===== config.mk =====
export PLATFORM = sky130hd
export DESIGN_NAME = fe_dispatch_ctrl
export DESIGN_NICKNAME = d
export VERILOG_FILES = /design/src/rtl/fe_dispatch_ctrl.sv
export SDC_FILE = /design/constraint.sdc
export NUM_CORES = 1
export LEC_CHECK = 0
export CAP_MARGIN = 20
export CORE_MARGIN = 2
export CORE_UTILIZATION = 46
export CTS_CLUSTER_DIAMETER = 40
export CTS_CLUSTER_SIZE = 25
export DETAILED_ROUTE_END_ITERATION = 8
export PLACE_DENSITY = 0.85
export SLEW_MARGIN = 15
export SYNTH_ARGS = -nofsm -noshare
export SYNTH_HDL_FRONTEND = slang
export SYNTH_SLANG_ARGS = --single-unit
export TNS_END_PERCENT = 5

===== constraint.sdc =====
create_clock -name clk -period 5 [get_ports clk]
set_input_delay 1.25 -clock clk [delete_from_list [all_inputs] [get_ports clk]]
set_output_delay 1.25 -clock clk [all_outputs]
set_load 0.02 [all_outputs]

===== src/rtl/fe_dispatch_ctrl.sv =====
`default_nettype none
// ============================================================================
// Module   : fe_dispatch_ctrl (with pkg_dtypes)
// Brief    : Front-end dispatch controller. Allocates batch lanes to EUs
//            round-robin and re-drives rejected lanes until fully accepted.
//            Optional stall counter: define FE_DISPATCH_STALL_CTR_EN.
// Revision : 1.0 - initial release
// ============================================================================

package pkg_dtypes;
    localparam int LOG2_NUM_EXEC_UNITS = 2;
    typedef logic [31:0] type_iqueue_entry;
endpackage

module fe_dispatch_ctrl
    import pkg_dtypes::*;
#(
    parameter int NUM_PARALLEL_INSTR_DISPATCHES = 4,
    parameter int NUM_EXEC_UNITS                = 2**LOG2_NUM_EXEC_UNITS
) (
    input  logic                                                    clk,
    input  logic                                                    reset_n,
    input  type_iqueue_entry [NUM_PARALLEL_INSTR_DISPATCHES-1:0]    batch_instr_i,
    input  logic [NUM_PARALLEL_INSTR_DISPATCHES-1:0]                batch_instr_valid_i,
    input  logic                                                    batch_valid_i,
    output logic                                                    batch_ready_o,
    output type_iqueue_entry [NUM_PARALLEL_INSTR_DISPATCHES-1:0]    dispatched_instr_o,
    output logic [NUM_PARALLEL_INSTR_DISPATCHES-1:0]                dispatched_instr_valid_o,
    output logic [NUM_PARALLEL_INSTR_DISPATCHES-1:0][LOG2_NUM_EXEC_UNITS-1:0] dispatched_instr_alloc_euidx_o,
    input  logic [NUM_EXEC_UNITS-1:0]                               eu_is_full_i
`ifdef FE_DISPATCH_STALL_CTR_EN
    ,output logic [15:0]                                            dispatch_stall_cycles_o
`endif
);

    localparam int N  = NUM_PARALLEL_INSTR_DISPATCHES;
    localparam int EW = LOG2_NUM_EXEC_UNITS;

    typedef enum logic [1:0] {
        ST_IDLE  = 2'd0,
        ST_ISSUE = 2'd1,
        ST_RETRY = 2'd2
    } state_t;

    state_t                       state_q, state_d;
    logic [EW-1:0]                rr_ptr_q, rr_ptr_d;
    type_iqueue_entry [N-1:0]     instr_q, instr_d;
    logic [N-1:0][EW-1:0]         euidx_q, euidx_d;
    logic [N-1:0]                 pending_q, pending_d;

    logic [N-1:0]                 pending_next;
    logic                         all_accepted;
    logic                         capture;
    type_iqueue_entry [N-1:0]     alloc_instr;
    logic [N-1:0][EW-1:0]         alloc_euidx;
    logic [EW-1:0]                alloc_run;

    // A lane stays pending only while the EU it targets reports full.
    always_comb begin
        pending_next = '0;
        for (int i = 0; i < N; i++) begin
            pending_next[i] = pending_q[i] & eu_is_full_i[euidx_q[i]];
        end
    end

    assign all_accepted  = ~|pending_next;
    assign batch_ready_o = (state_q == ST_IDLE) | all_accepted;
    assign capture       = batch_valid_i & batch_ready_o;

    // Valid lanes take consecutive EUs starting at rr_ptr; the running count
    // wraps naturally in EW bits, which is the modulo on the EU count.
    always_comb begin
        alloc_run   = '0;
        alloc_instr = '0;
        alloc_euidx = '0;
        for (int i = 0; i < N; i++) begin
            if (batch_instr_valid_i[i]) begin
                alloc_euidx[i] = rr_ptr_q + alloc_run;
                alloc_instr[i] = batch_instr_i[i];
                alloc_run      = alloc_run + EW'(1);
            end
        end
    end

    always_comb begin
        state_d   = state_q;
        rr_ptr_d  = rr_ptr_q;
        instr_d   = instr_q;
        euidx_d   = euidx_q;
        pending_d = pending_q;
        if (capture) begin
            pending_d = batch_instr_valid_i;
            instr_d   = alloc_instr;
            euidx_d   = alloc_euidx;
            rr_ptr_d  = rr_ptr_q + alloc_run;
            state_d   = (|batch_instr_valid_i) ? ST_ISSUE : ST_IDLE;
        end else if (state_q != ST_IDLE) begin
            pending_d = pending_next;
            state_d   = all_accepted ? ST_IDLE : ST_RETRY;
        end
    end

    always_ff @(posedge clk or negedge reset_n) begin
        if (!reset_n) begin
            state_q   <= ST_IDLE;
            rr_ptr_q  <= '0;
            instr_q   <= '0;
            euidx_q   <= '0;
            pending_q <= '0;
        end else begin
            state_q   <= state_d;
            rr_ptr_q  <= rr_ptr_d;
            instr_q   <= instr_d;
            euidx_q   <= euidx_d;
            pending_q <= pending_d;
        end
    end

    assign dispatched_instr_o             = instr_q;
    assign dispatched_instr_valid_o       = pending_q;
    assign dispatched_instr_alloc_euidx_o = euidx_q;

`ifdef FE_DISPATCH_STALL_CTR_EN
    logic [15:0] stall_cnt_q, stall_cnt_d;

    always_comb begin
        stall_cnt_d = stall_cnt_q;
        if ((state_q != ST_IDLE) && !all_accepted && (stall_cnt_q != 16'hFFFF)) begin
            stall_cnt_d = stall_cnt_q + 16'd1;
        end
    end

    always_ff @(posedge clk or negedge reset_n) begin
        if (!reset_n) begin
            stall_cnt_q <= '0;
        end else begin
            stall_cnt_q <= stall_cnt_d;
        end
    end

    assign dispatch_stall_cycles_o = stall_cnt_q;
`endif

endmodule

`default_nettype wire


# == Word level (Yosys, flattened, before mapping) ==
# Index checks and enable logic that the tools add are counted.
# classes
add_sub_neg,7
multipliers,0
div_mod_pow,0
magnitude_cmp,4
eq_ne,0
shift,0
n_mux,26
bitwise_logic,6
n_reduce_logical,6
# op_table
op,n
$mux 32,4
$mux 2,10
$lt 2x3->1 const B,4
$add 2x2->2,4
$bmux 1 s2,4
$mux 4,2
$reduce_or 4->1,2
$add 2x1->2 const B,3
$mux 1,6
$and 1x1->1,5
$reduce_bool 2->1,2
$logic_not 2->1,1
$logic_not 1->1,1
$or 1x1->1,1
# word_totals
register_bits,144
latchBits,0
mem_bits_rw,0
rom_bits,0
inputBits,139
output_inout_bits,141
elab_cells,60
mem_count,0

# == Logic depth before layout (Yosys ltp) ==
# Gate-level depths: netlist of the first run.
# logic_depth
ltp_word,8
depth_mapped,10
mapped_depth_nobuf,8

# == Worst setup path after synthesis of the first run ==
# OpenSTA, ideal clock, no wires.
# synth_path
path_kind,input to output
start,in eu_is_full_i[3]
end,out batch_ready_o
t_arrival_ps,2308
required_time_ps,3750
path_slack_ps,1442
stages,3
n_path_buf,0
path_cell_list,mux4_2 a22o_1 o21ai_2
# synth_via
elab_chain_cells,6
word_cells_on_any_way,15
cone_classes,8 x mux; 5 x bitwise; 2 x reduce/logical
# synth_lines
element,line_no,rtl
from (decl),30,input logic [NUM_EXEC_UNITS-1:0] eu_is_full_i
$bmux 1 s2,62,pending_next[i] = pending_q[i] & eu_is_full_i[euidx_q[i]];
$mux 1 (not written as such),62,
$and 1x1->1,62,
$reduce_or 4->1 *,66,assign all_accepted = ~|pending_next;
$logic_not 1->1 *,66,
$or 1x1->1 *,67,assign batch_ready_o = (state_q == ST_IDLE) | all_accepted;
to (decl),26,"output logic batch_ready_o,"
# Every way passes the cells marked *; elsewhere a longest branch is shown, timed or not. The select of a mux whose other input is x is not followed.

# == Worst setup path after layout of the first run ==
# layout_path
start,in eu_is_full_i[0]
end,out batch_ready_o
# The elaborated chain is that of the path after synthesis.

==> results of run 1 <==
==> stage by stage <==
stage	instance area, um2	util	cells
after floorplan	6680	-	632
after global placement	9570	0.666	1072
after detailed placement	9570	0.666	1072
after CTS	10200	0.707	1104
after global routing	10200	0.707	1104
final	10200	0.707	1104
==> cell families (layout without fill, tap and decap cells) <==
kind of cell / Yosys count / after routing / synth area share
xor gates and xnor gates: 9 / 9 / 0.0139
DFF: 144 / 144 / 0.539
buffers and inverters: 169 / 457 / 0.110
and+or+nand+nor: 145 / 145 / 0.0844
adders and majority gates: 6 / 6 / 0.0112
muxes: 141 / 141 / 0.219
AOI/OAI and AO/OA: 18 / 18 / 0.0219
==> worst max path at each step <==
stage	startpoint	to	slack (ns)	depth (start not counted)
floorplan	eu_is_full_i[3]	batch_ready_o	1.44	3
global placement	eu_is_full_i[0]	batch_ready_o	0.45	5
detailed placement	eu_is_full_i[0]	batch_ready_o	0.41	5
CTS	eu_is_full_i[0]	batch_ready_o	0.40	5
global route	eu_is_full_i[0]	batch_ready_o	0.33	5
finish	eu_is_full_i[0]	batch_ready_o	0.41	5
==> metal layers <==
metal | wire length, um | track usage | part of all wire
met1 | 6770 | 0.259 | 0.41
met2 | 8040 | 0.367 | 0.49
met3 | 1180 | 0.0786 | 0.072
met4 | 380 | 0.0912 | 0.023
met5 | 0 | 0 | 0
==> sequential cells by signal (all words and copies together) (netlist names) <==
signal                          flops
dispatched_instr_alloc_euidx_o      8
dispatched_instr_valid_o            4
state_q                             2
dispatched_instr_o                128
rr_ptr_q                            2
==> cell type report <==
type | instances | area share
sequential | 144 | 0.355
inverter | 136 | 0.0503
timing repair buffer | 289 | 0.283
clock inverter | 14 | 0.0140
multi-input combinational | 319 | 0.232
clock buffer | 18 | 0.0433
tap | 184 | 0.0227
==> power groups by stage <==
stage                     registers, uW  clock network, uW  logic, uW
final                              1990               1240       3060
after global routing               2070               1310       3270
after CTS                          2000               1260       3090
after detailed placement           2010                  0       3080
after global placement             1990                  0       3030
after floorplan                    2610                  0       1090
==> layout by cell type, fill, tap and decap left out <==
cell	n
clkdlybuf4s50_1	278
dfrtp_1	144
inv_1	136
nand2_1	135
mux2i_1	133
clkbuf_16	17
buf_4	10
ha_1	6
clkinvlp_4	6
o21ai_0	5
a21bo_2	5
xnor2_1	5
mux4_2	4
mux2_2	4
and2_1	4
a32o_1	4
clkinv_2	4
xor2_1	3
a22o_1	2
nor2_1	2
clkinv_4	2
bufinv_16	2
or2_2	1
o21ai_2	1
nand2_8	1
or3_1	1
a21oi_1	1
xnor3_1	1
nand4_1	1
clkbuf_8	1
buf_6	1
==> worst max-delay path: cells and delay by family <==
| kind | cells | cell delay (ns) |
|---|---|---|
| muxes | 1 | 0.51 |
| AOI/OAI and AO/OA | 2 | 0.47 |
| buffers and inverters | 2 | 1.10 |
==> flow_summary.yaml, run 1 <==
place:
  numPortBuffers: 279
  gp_routability_congestion: 0.775
  hpwl_um: 11600
  pre_cts_ws_ns: 0.413
worst_setup_path:
  cp_data_arrival_time_ns: 3.34
  worstReg2RegEnd: "dispatched_instr_o[62]"
  worst_stage_delay_on_the_critical_path_ns: 0.63
  r2r.worst_path.cells: 7
  crit_path_max_fanout: 4
  path_cells: "clkdlybuf4s50_1, mux4_2, a22o_1, o21ai_2, clkdlybuf4s50_1"
  worst_path_max_delay_cell: "clkdlybuf4s50_1"
  critical_path_class: "input pin to primary output"
  startpoint_type: "input pin"
  timing.rr.start: "dispatched_instr_alloc_euidx_o[0]"
  critical-path-top-cell-by-count: "clkdlybuf4s50_1"
  crit_path_end_kind: "primary output"
  timing.reg2reg.setup_slack_ns: 2.25
  worst_path_required_ns: 3.75
grt:
  overall_routing_resource_usage: 0.220
  grt_max_degree: 107
  antenna_found_initial: 0
  global_route_wire_length_before_repair_um: 27200
  first_global_vias: 5459
  grt_overflow: 0
yosys:
  netlist.area_leader.share: 0.539
  synthesis.instances: 632
  ys_async_sr_fraction: 1.00
  syn_nets: 777
  post_synth_most_frequent_cells: "dfrtp_1, inv_1, nand2_1"
  synth_top_cell_by_area: "dfrtp_1"
  yosys_warnings: 0
  most_instantiated_flip_flop_cell_in_the_synthesis_netlist: "dfrtp_1"
  synth-edff-count: 0
  syn-mean-instance-area_um2: 10.6
  synth_seq_cells: 144
  mappedNetlistArea_mm2: 0.00668
  ys_seq_area_frac: 0.539
  post_synth_main_area_contributors: "dfrtp_1, mux2i_1, inv_1, nand2_1, buf_6"
  synthMostInstantiatedCell: "dfrtp_1"
  synth.lib_cells_used.distinct: 26
power_and_ir_drop:
  p_clk_frac: 0.196
  swShare: 0.372
  totalPowerFinal_uw: 6290
  power.combinational.fraction: 0.486
  worst_ir_drop_vdd_mv: 0.307
  p_sw_uw: 2340
  sequentialPowerShare: 0.317
  cellInternalPower_uw: 3950
  static-leakage-power_uw: 0.00506
  pwr_density_cell_mw_per_mm2: 620
sta:
  finalCritPeriodShare: 0.917
  max_freq_ghz: 0.218
  setup_slack_ns: 0.414
  slew_violations: 0
  fin_worst_skew_ns: 0.00767
  final_setup_violations: 0
  setup_repair_after_global_routing_missed_its_margin: "no"
  hold-worst-slack_ns: 0.515
  hold_violations: 0
  tightest_pin_transition_ns: 1.00
  final.setup.tns_ns: 0
  crit_path_time_final_ns: 4.59
  maxSlewHeadroom: 0.332
floorplan:
  initial_core_utilization: 0.465
  die_x_um: 125
  fp.coreArea_mm2: 0.0144
  dieArea_mm2: 0.0155
  core.rowCount: 44
  io_pins: 280
  dieHeight_um: 125
drt:
  drc_errors: 0
  drt-initial-drc-count: 203
  avgRoutedWirePerCell_um: 14.8
  drt-total-wl_um: 16400
  route.antenna.remaining_nets: 0
  detailedRoute.firstPassIterationCount: 4
  routed_via_density: 4.70
  vias: 5194
cts:
  cts_max_path_buffers: 2
  cts_hold_repair.buffers: 0
  resized_after_cts: 0
  worst_setup_hold_path_clk_slew_ns: 0.06
  worst_skew_pair.late_latency_ns: 0.41
  cts_tree: "done"
  cts.repair_timing.setup_buffer_count: 0
  htree_num_levels: 4
  cts_buffers: 17
  cts-root-buf: "clkbuf_16"
  tritoncts_num_sinks: 144
hold_path:
  hold_start: "dispatched_instr_o[124]"
  min_delay_path_depth: 2
  holdPathEnd: "dispatched_instr_o[124]"
  worstHoldPathType: "register to register"
cells_and_area:
  n_antenna_cell: 0
  final-seq-area_mm2: 0.00360
  nets: 1052
  final_layout_size_suffix_gt1_frac: 0.0641
  area_used_by_multi_input_combinational_logic_mm2: 0.00236
  fill_cells: 1080
  synthToLayoutAreaGrowth_pct: 51.9
status:
  status: "complete, no violations"
flow_run:
  max-cap-violations: 0
Note: power is estimated with default switching activity, not from simulation.
==> run 2: changes to the inputs <==
Settings changed: CORE_ASPECT_RATIO set to 1.25, GPL_TIMING_DRIVEN set to 0, SETUP_SLACK_MARGIN set to 0.05.
==> run 2 against run 1 <==
Compared with the run above: sequential share of layout area down 0.59 points; via count up 1.8%; non-clock buffer count up 24; worst setup slack worse by 0.16 ns; die area about the same; global-route usage up 1.6 points; critical path depth unchanged; first-iteration DRC count up 34%; routed wire length up 9.6%; fmax down 3.4%; critical endpoint unchanged.
==> flow_summary.yaml, run 2 (synthesis gave the netlist of run 1 again) <==
worst_setup_path:
  top_cell_family_by_delay_on_the_critical_path: "buffers and inverters"
  worst_path_required_ns: 3.75
  worst_stage_delay_on_the_critical_path_ns: 0.68
  timing.reg2reg.setup_slack_ns: 2.69
  cp_data_arrival_time_ns: 3.50
  worstReg2RegEnd: "dispatched_instr_o[29]"
  worst_path_max_delay_cell: "clkdlybuf4s50_1"
  path_cells: "clkdlybuf4s50_1, mux4_2, a22o_1, o21ai_2, clkdlybuf4s50_1"
  timing.critical_path.buf_inv: 2
  crit_path_max_fanout: 4
  critical-path-top-cell-by-count: "clkdlybuf4s50_1"
  critical_path_class: "input pin to primary output"
  timing.rr.start: "dispatched_instr_alloc_euidx_o[0]"
  startpoint_type: "input pin"
  r2r.worst_path.cells: 7
  crit_path_end_kind: "primary output"
cts:
  cts_max_path_buffers: 2
  htree_num_levels: 4
  tritoncts_num_sinks: 144
  cts_tree: "done"
  cts.repair_timing.setup_buffer_count: 0
  cts_buffers: 17
  worst_skew_pair.late_latency_ns: 0.42
  cts_hold_repair.buffers: 0
  cts-root-buf: "clkbuf_16"
  worst_setup_hold_path_clk_slew_ns: 0.05
  resized_after_cts: 0
power_and_ir_drop:
  pwr_density_cell_mw_per_mm2: 624
  worst_ir_drop_vdd_mv: 0.323
  static-leakage-power_uw: 0.00513
drt:
  drc_errors: 0
  avgRoutedWirePerCell_um: 16.0
  routed_via_density: 4.71
  detailedRoute.firstPassIterationCount: 4
  drt-total-wl_um: 17900
  drt-initial-drc-count: 272
  route.antenna.remaining_nets: 0
  vias: 5285
hold_path:
  hold_start: "dispatched_instr_o[31]"
  min_delay_path_depth: 2
  worstHoldPathType: "register to register"
  holdPathEnd: "dispatched_instr_o[31]"
cells_and_area:
  largest_reg_flops: 128
  final_layout_size_suffix_gt1_frac: 0.0668
  nets: 1076
  finalCoreUtilization: 0.723
  mostFrequentLayoutCell: "clkdlybuf4s50_1"
  synthToLayoutAreaGrowth_pct: 54.5
  n_antenna_cell: 0
  most_frequent_cells_in_the_layout: "clkdlybuf4s50_1, dfrtp_1, inv_1"
floorplan:
  dieArea_mm2: 0.0155
  dieHeight_um: 139
  fp.coreArea_mm2: 0.0143
  die_x_um: 112
  io_pins: 280
  initial_core_utilization: 0.468
  core.rowCount: 49
grt:
  grt_max_degree: 75
  global_route_wire_length_before_repair_um: 29000
  grt_overflow: 0
  overall_routing_resource_usage: 0.236
  antenna_found_initial: 0
  first_global_vias: 5661
sta:
  finalCritPeriodShare: 0.950
  maxSlewHeadroom: 0.616
  setup_repair_after_global_routing_missed_its_margin: "no"
  fin_worst_skew_ns: 0.00889
  max_freq_ghz: 0.211
  final_setup_violations: 0
  hold_violations: 0
  tightest_pin_transition_ns: 0.576
  final.setup.tns_ns: 0
  slew_violations: 0
  crit_path_time_final_ns: 4.75
place:
  hpwl_um: 13200
  numPortBuffers: 279
  gp_routability_congestion: 0.806
status:
  status: "complete, no violations"
flow_run:
  max-cap-violations: 0
run 2: changes by cell type in the layout (fill, tap and decap cells not counted), moves of 2 or more:
cell	previous run	this run
clkinv_2	4	2
buf_6	1	13
buf_2	0	2
buf_4	10	0
clkbuf_1	0	18
inv_6	0	2
run 2: worst reg2reg max path: stages, from the launching register on:
cell     delay [ns]
dfrtp_1        0.42
mux4_2         0.56
a22o_1         0.29
o21ai_2        0.25
nand2_2        0.14
buf_6          0.20
buf_6          0.17
mux2i_1        0.19
run 2: final cells by class:
cell class / count / area [um2]
fillers: 1034 / 3960
clock buffers: 18 / 429
well taps: 178 / 223
inverters: 136 / 510
plain buffers: 33 / 224
multi-input cells: 319 / 2340
repair buffers: 280 / 2830
clock inverters: 13 / 164
flip-flops and latches: 144 / 3600
run 2: worst max-delay path by stage:
stage                          from  cells past startpoint                endpoint  slack [ns]
floorplan           eu_is_full_i[3]                      3           batch_ready_o        1.44
global placement            reset_n                      1  dispatched_instr_o[47]       -3.26
detailed placement  eu_is_full_i[3]                      5           batch_ready_o        0.29
CTS                 eu_is_full_i[3]                      5           batch_ready_o        0.26
global route        eu_is_full_i[3]                      5           batch_ready_o        0.18
finish              eu_is_full_i[3]                      5           batch_ready_o        0.25
run 2: report_power, final:
| part | internal, uW | switching (uW) | total, uW |
|---|---|---|---|
| registers | 1680 | 305 | 1990 |
| logic | 1580 | 1590 | 3170 |
| clock network | 783 | 505 | 1290 |
run 2: metrics by stage:
stage          instances  cell area [um2]  power (uW)  setup WS [ns]  hold slack (ns)
3_3_place_gp        1089             9700        5110          -3.26            0.506
6_report            1121            10300        6440          0.251            0.514
4_1_cts             1121            10300        6510          0.261            0.521
2_1_floorplan        632             6680        3700           1.44            0.568
3_5_place_dp        1090             9730        5180          0.292            0.512
5_1_grt             1121            10300        6800          0.178            0.536
run 2: metal layers:
layer | track usage | vias to the layer above | wire (um)
met5 | 0 | - | 0
met4 | 0.105 | 0 | 544
met3 | 0.0568 | 38 | 1100
met2 | 0.411 | 193 | 9270
met1 | 0.275 | 2505 | 7030
li1 | - | 2549 | -
==> RTL edit 1 (flow settings as in run 1) <==
Build with the macro `FE_DISPATCH_STALL_CTR_EN` defined.
--- a/src/rtl/fe_dispatch_ctrl.sv
+++ b/src/rtl/fe_dispatch_ctrl.sv
@@ -7,4 +7,6 @@
 // Revision : 1.0 - initial release
 // ============================================================================
+
+`define FE_DISPATCH_STALL_CTR_EN
 
 package pkg_dtypes;
Function (old outputs only; new: dispatch_stall_cycles_o): kept (Yosys induction, for registers that start in step).
==> RTL edit 1 against run 1 <==
Setup slack got worse by 0.095 ns. Count of clock-buffer cells in the layout up 1. Area after synthesis up 0.17%. Maximum frequency down 2.0%. Clock skew rose by 0.0050 ns. Via count increased by 14%. Sequential cell count is 16 higher. Routed wire length grew 28%. First-iteration DRC count grew 140%. Total power rose by 4.0%. Final area rose by 1.5%. Final cell count decreased by 9.3%. Highest routed layer unchanged. Critical endpoint unchanged. Largest power group unchanged. Die area increased by 0.16%.
==> RTL edit 1: results (changes against run 1) <==
Post-Synthesis Cells 536 (-15%); class of the tightest hold or removal check flop to flop; worst skew pair latency 0.42 ns; number of non-filler instances in the completed layout 1001 (-9.3%); cell-internal power 3.959 mW (+0.28%); sum of routed wire length over all layers 20.97 mm (+28%); placed wire-length estimate 14.49 mm (+24%); data arrival time at the worst-slack endpoint 3.43 ns (+0.09 ns); maximum buffer depth of the clock tree 2 (unchanged); global placer's final weighted congestion 0.8927 (+15%); Leak 4.205 nW (-17%); cell total after placement 971 (-9.4%); share of synthesized area occupied by flip-flops and latches 59.81% (+5.9 points); share of cells above drive strength 1 6.487% (+0.074 points); worst-case clock skew 0.01265 ns (+0.004978 ns); pin count of the biggest net entering global routing 106 (-0.93%); number of global-route vias before repair 6093 (+12%); library cells used by synthesis 37 (+42%); via count of the routed design 5922 (+14%); measured slew at the worst slew-check pin 0.9186 ns (-0.08264 ns); CP delay by family, top buffers and inverters; maximum fanout encountered on the critical timing path 4 (unchanged); total nets after synthesis 682 (-12%); first-iteration detailed-routing DRC count 481 (+140%); GRT Overall Usage 26.94% (+4.9 points); Largest stage delay, worst path 0.63 ns (about the same); cell types occupying the most area after synthesis dfrtp_1 (60%), a32o_1 (9.9%), o2bb2ai_1 (9.3%); final net count 953 (-9.4%); largest voltage drop on the vdd net 0.3512 mV (+14%); number of iterations in the first detailed-routing pass 5 (+1); global-route wire length before repair 33.41 mm (+23%); number of flip-flops under the largest register name 128 (unchanged); outcome complete, no violations; Port Buffer Count 295 (+5.7%); most frequent cells after synthesis dfrtp_1 (160), nand3_1 (78), o2bb2ai_1 (71), a32o_1 (66), clkbuf_1 (37); slowest cell on the critical path clkdlybuf4s50_1; drc violations 0 (unchanged); number of CTS-inserted buffers 17 (unchanged)
-- RTL edit 1: power groups by stage --
stage	Combinational, mW	Sequential (mW)	Clock, mW
floorplan	1.03	2.76	0
global placement	3.08	2.17	0
detailed placement	3.15	2.20	0
CTS	3.17	2.19	1.21
global route	3.31	2.26	1.27
finish	3.15	2.20	1.19
-- RTL edit 1: kinds of logic (layout without fill, tap and decap cells) --
kind of cell | Yosys count | count (layout) | share of synthesized area [%]
xor gates and xnor gates | 24 | 24 | 3.346
AOI/OAI and AO/OA | 151 | 151 | 20.54
buffers and inverters | 59 | 340 | 3.626
muxes | 9 | 9 | 1.813
DFF | 160 | 160 | 59.81
and+or+nand+nor | 126 | 126 | 9.552
adders and majority gates | 7 | 7 | 1.308
-- RTL edit 1: routing by layer --
metal	global-route usage [%]	share of wire, %
met1	33.76	40
met2	43.84	50
met3	8.591	7.6
met4	10.24	2.6
met5	0	0
-- RTL edit 1: cell type report --
cell class	count	area, µm²
Clock buffer	19	442.9
Clock inverter	10	90.09
Fill cell	980	4059
Inverter	4	15.01
Multi-Input combinational cell	317	2469
Sequential cell	160	4004
Tap cell	184	230.2
Timing Repair Buffer	307	3059
-- RTL edit 1: worst paths after layout --
path                                                        start                 endpoint  slack, ns  cells past startpoint
worst max-delay path                              eu_is_full_i[2]            batch_ready_o       0.32                      6
worst min-delay path                       dispatched_instr_o[69]   dispatched_instr_o[69]       0.49                      1
worst max register to register  dispatched_instr_alloc_euidx_o[6]              rr_ptr_q[1]       2.28                      8
worst min register to register             dispatched_instr_o[69]   dispatched_instr_o[69]       0.49                      1
max in group asynchronous                                 reset_n   dispatched_instr_o[81]       3.08                      2
min in group asynchronous                                 reset_n  dispatched_instr_o[100]       0.95                      1
-- RTL edit 1: worst reg2reg max path, delay by kind of cell, from the launching register on --
| kind | cells | cell delay, ns |
|---|---|---|
| AO/OA/AOI/OAI | 2 | 0.41 |
| XOR/XNOR | 1 | 0.18 |
| buffers and inverters | 3 | 0.83 |
| flip-flops | 1 | 0.42 |
| multiplexers | 1 | 0.55 |
| AND/OR/NAND/NOR | 1 | 0.22 |
-- RTL edit 1: metrics by stage --
| step | setup slack (ns) | area (µm²) | util [%] |
|---|---|---|---|
| after global routing | 0.2342 | 10310 | 71.75 |
| final | 0.3191 | 10310 | 71.75 |
| after floorplan | 1.140 | 6694 | - |
| after global placement | 0.3698 | 9761 | 67.93 |
| after CTS | 0.3087 | 10290 | 71.64 |
| after detailed placement | 0.3257 | 9761 | 67.93 |
==> RTL edit 2 (settings of run 1) <==
Without the edit above. `pending_q` no longer has a reset.
--- a/src/rtl/fe_dispatch_ctrl.sv
+++ b/src/rtl/fe_dispatch_ctrl.sv
@@ -107,5 +107,4 @@
             instr_q   <= '0;
             euidx_q   <= '0;
-            pending_q <= '0;
         end else begin
             state_q   <= state_d;
@@ -113,6 +112,9 @@
             instr_q   <= instr_d;
             euidx_q   <= euidx_d;
-            pending_q <= pending_d;
         end
+    end
+
+    always_ff @(posedge clk) begin
+        pending_q <= pending_d;
     end
 
Behaviour: not the same (Yosys sat finds a counterexample within 4 cycles, from zero or initial values and one cycle with reset_n low).
==> RTL edit 2 against run 1 <==
Sequential cell count unchanged. Area after synthesis is 1.7% lower. Routed wire length increased by 1.4%. Global-route usage is 0.28 points higher. Total power rose by 6.5%. Clock skew fell by 0.00071 ns. Final area rose by 0.16%. Setup slack better by 0.011 ns.
==> RTL edit 2: results (changes against run 1) <==
class of the tightest hold or removal check flop to flop; Leak 5.113 nW (+1.1%); number of setup buffers added after CTS 0 (unchanged); cell types occupying the most area after synthesis dfrtp_1 (53%), mux2i_1 (21%), nand2_1 (7.9%); global-route wire length before repair 26.03 mm (-4.2%); DP Area 9503 µm² (-0.72%); global placer's final weighted congestion 0.8001 (+3.2%); first-iteration detailed-routing DRC count 227 (+12%); outcome complete, no violations; number of cells traversed by the worst register-to-register path 6 (-1); Port Buffer Count 279 (unchanged); sum of routed wire length over all layers 16.61 mm (+1.4%); pin count of the biggest net entering global routing 92 (-14%); area used by multi-input combinational logic 2267 µm² (-3.9%); Largest stage delay, worst path 0.68 ns (+0.05 ns); maximum fanout encountered on the critical timing path 4 (unchanged); most frequent cells after synthesis dfrtp_1 (140), nand2_1 (139), inv_1 (138), mux2i_1 (137), clkbuf_1 (17); number of diodes added for antenna fixing 0 (unchanged); Post-Synthesis Cells 622 (-1.6%); total nets after synthesis 767 (-1.3%); Final Hold Violating Endpoints 0 (unchanged); cell count of the worst hold path 2 (unchanged); # resized after CTS 0 (unchanged); maximum buffer depth of the clock tree 2 (unchanged); fillcell total 994 (-8.0%); number of H-tree levels 4 (unchanged); Via-to-Cell Ratio 4.703 (about the same); portion of total power attributed to the clock network 21.4% (+1.8 points); cell total after placement 1059 (-1.2%); fraction of registers with async set or reset after synthesis 97.22% (-2.8 points); number of non-filler instances in the completed layout 1090 (-1.3%); worst slack at placement 0.4308 ns (+0.01775 ns); measured slew at the worst slew-check pin 0.8165 ns (-0.1848 ns); overall power of the completed layout 6.699 mW (+6.5%); share of synthesized area occupied by flip-flops and latches 55.16% (+1.2 points); placeable core region 13930 µm² (-3.0%); worst skew pair latency 0.41 ns (about the same); final net count 1043 (-0.86%); cell-internal power 4.275 mW (+8.3%); slowest cell on the critical path clkdlybuf4s50_1; number of global-route vias before repair 5232 (-4.2%); Post-synth EDFFs 4 (+4); library cells used by synthesis 23 (-12%); share of cells above drive strength 1 5.604% (-0.81 points); number of flip-flops under the largest register name 128 (unchanged); data arrival time at the worst-slack endpoint 3.32 ns (-0.02 ns); GRT Overall Usage 22.31% (+0.28 points); CP delay by family, top buffers and inverters; number of CTS-inserted buffers 17 (unchanged); largest voltage drop on the vdd net 0.3949 mV (+29%); clock root buffer clkbuf_16; worst-case clock skew 0.006960 ns (-0.0007080 ns); proportion of power drawn by flip-flops and latches 30.9% (-0.8 points); placed wire-length estimate 11.91 mm (+2.4%); number of iterations in the first detailed-routing pass 4 (unchanged); CTS clk-pin slew, worst paths 0.05 ns; initial antenna violation count 0 (unchanged)
[RTL edit 2: worst paths after layout]
kind | from | endpoint | slack, ns
worst max-delay path | eu_is_full_i[3] | batch_ready_o | 0.43
worst min-delay path | dispatched_instr_o[117] | dispatched_instr_o[117] | 0.52
worst max register to register | dispatched_instr_alloc_euidx_o[4] | dispatched_instr_o[50] | 2.37
worst min register to register | dispatched_instr_o[117] | dispatched_instr_o[117] | 0.52
max in group asynchronous | reset_n | dispatched_instr_o[97] | 3.17
min in group asynchronous | reset_n | dispatched_instr_o[64] | 0.90
[RTL edit 2: cells by family (layout without fill, tap and decap cells)]
logic type | Yosys count | count (layout) | share of synthesized area [%]
buf+inv | 170 | 458 | 10.53
mux | 145 | 145 | 22.93
flops | 144 | 144 | 55.16
simple gates | 144 | 144 | 8.343
xor+xnor | 9 | 9 | 1.410
fa+ha+maj | 6 | 6 | 1.143
compound gates | 4 | 4 | 0.4762
[RTL edit 2: per-layer routing]
layer	vias up	wire length (µm)	GRT usage, %
met3	29	1640	8.625
li1	2456	-	-
met2	218	8129	37.81
met5	-	0	0
met4	0	379	8.310
met1	2423	6455	25.54
[RTL edit 2: worst reg2reg max path: stages, from the launching register on]
cell and delay (ns):
dfrtp_1 0.41, mux4_2 0.51, nand2_1 0.10, a41o_1 0.35, nand2_8 0.49, buf_4 0.47, mux2i_1 0.16
[RTL edit 2: final cells by class]
class	instances	area share, %
Multi-Input combinational cell	308	22.29
Clock inverter	11	2.067
Inverter	138	5.093
Sequential cell	144	35.63
Timing Repair Buffer	289	28.21
Tap cell	180	2.215
Clock buffer	20	4.491
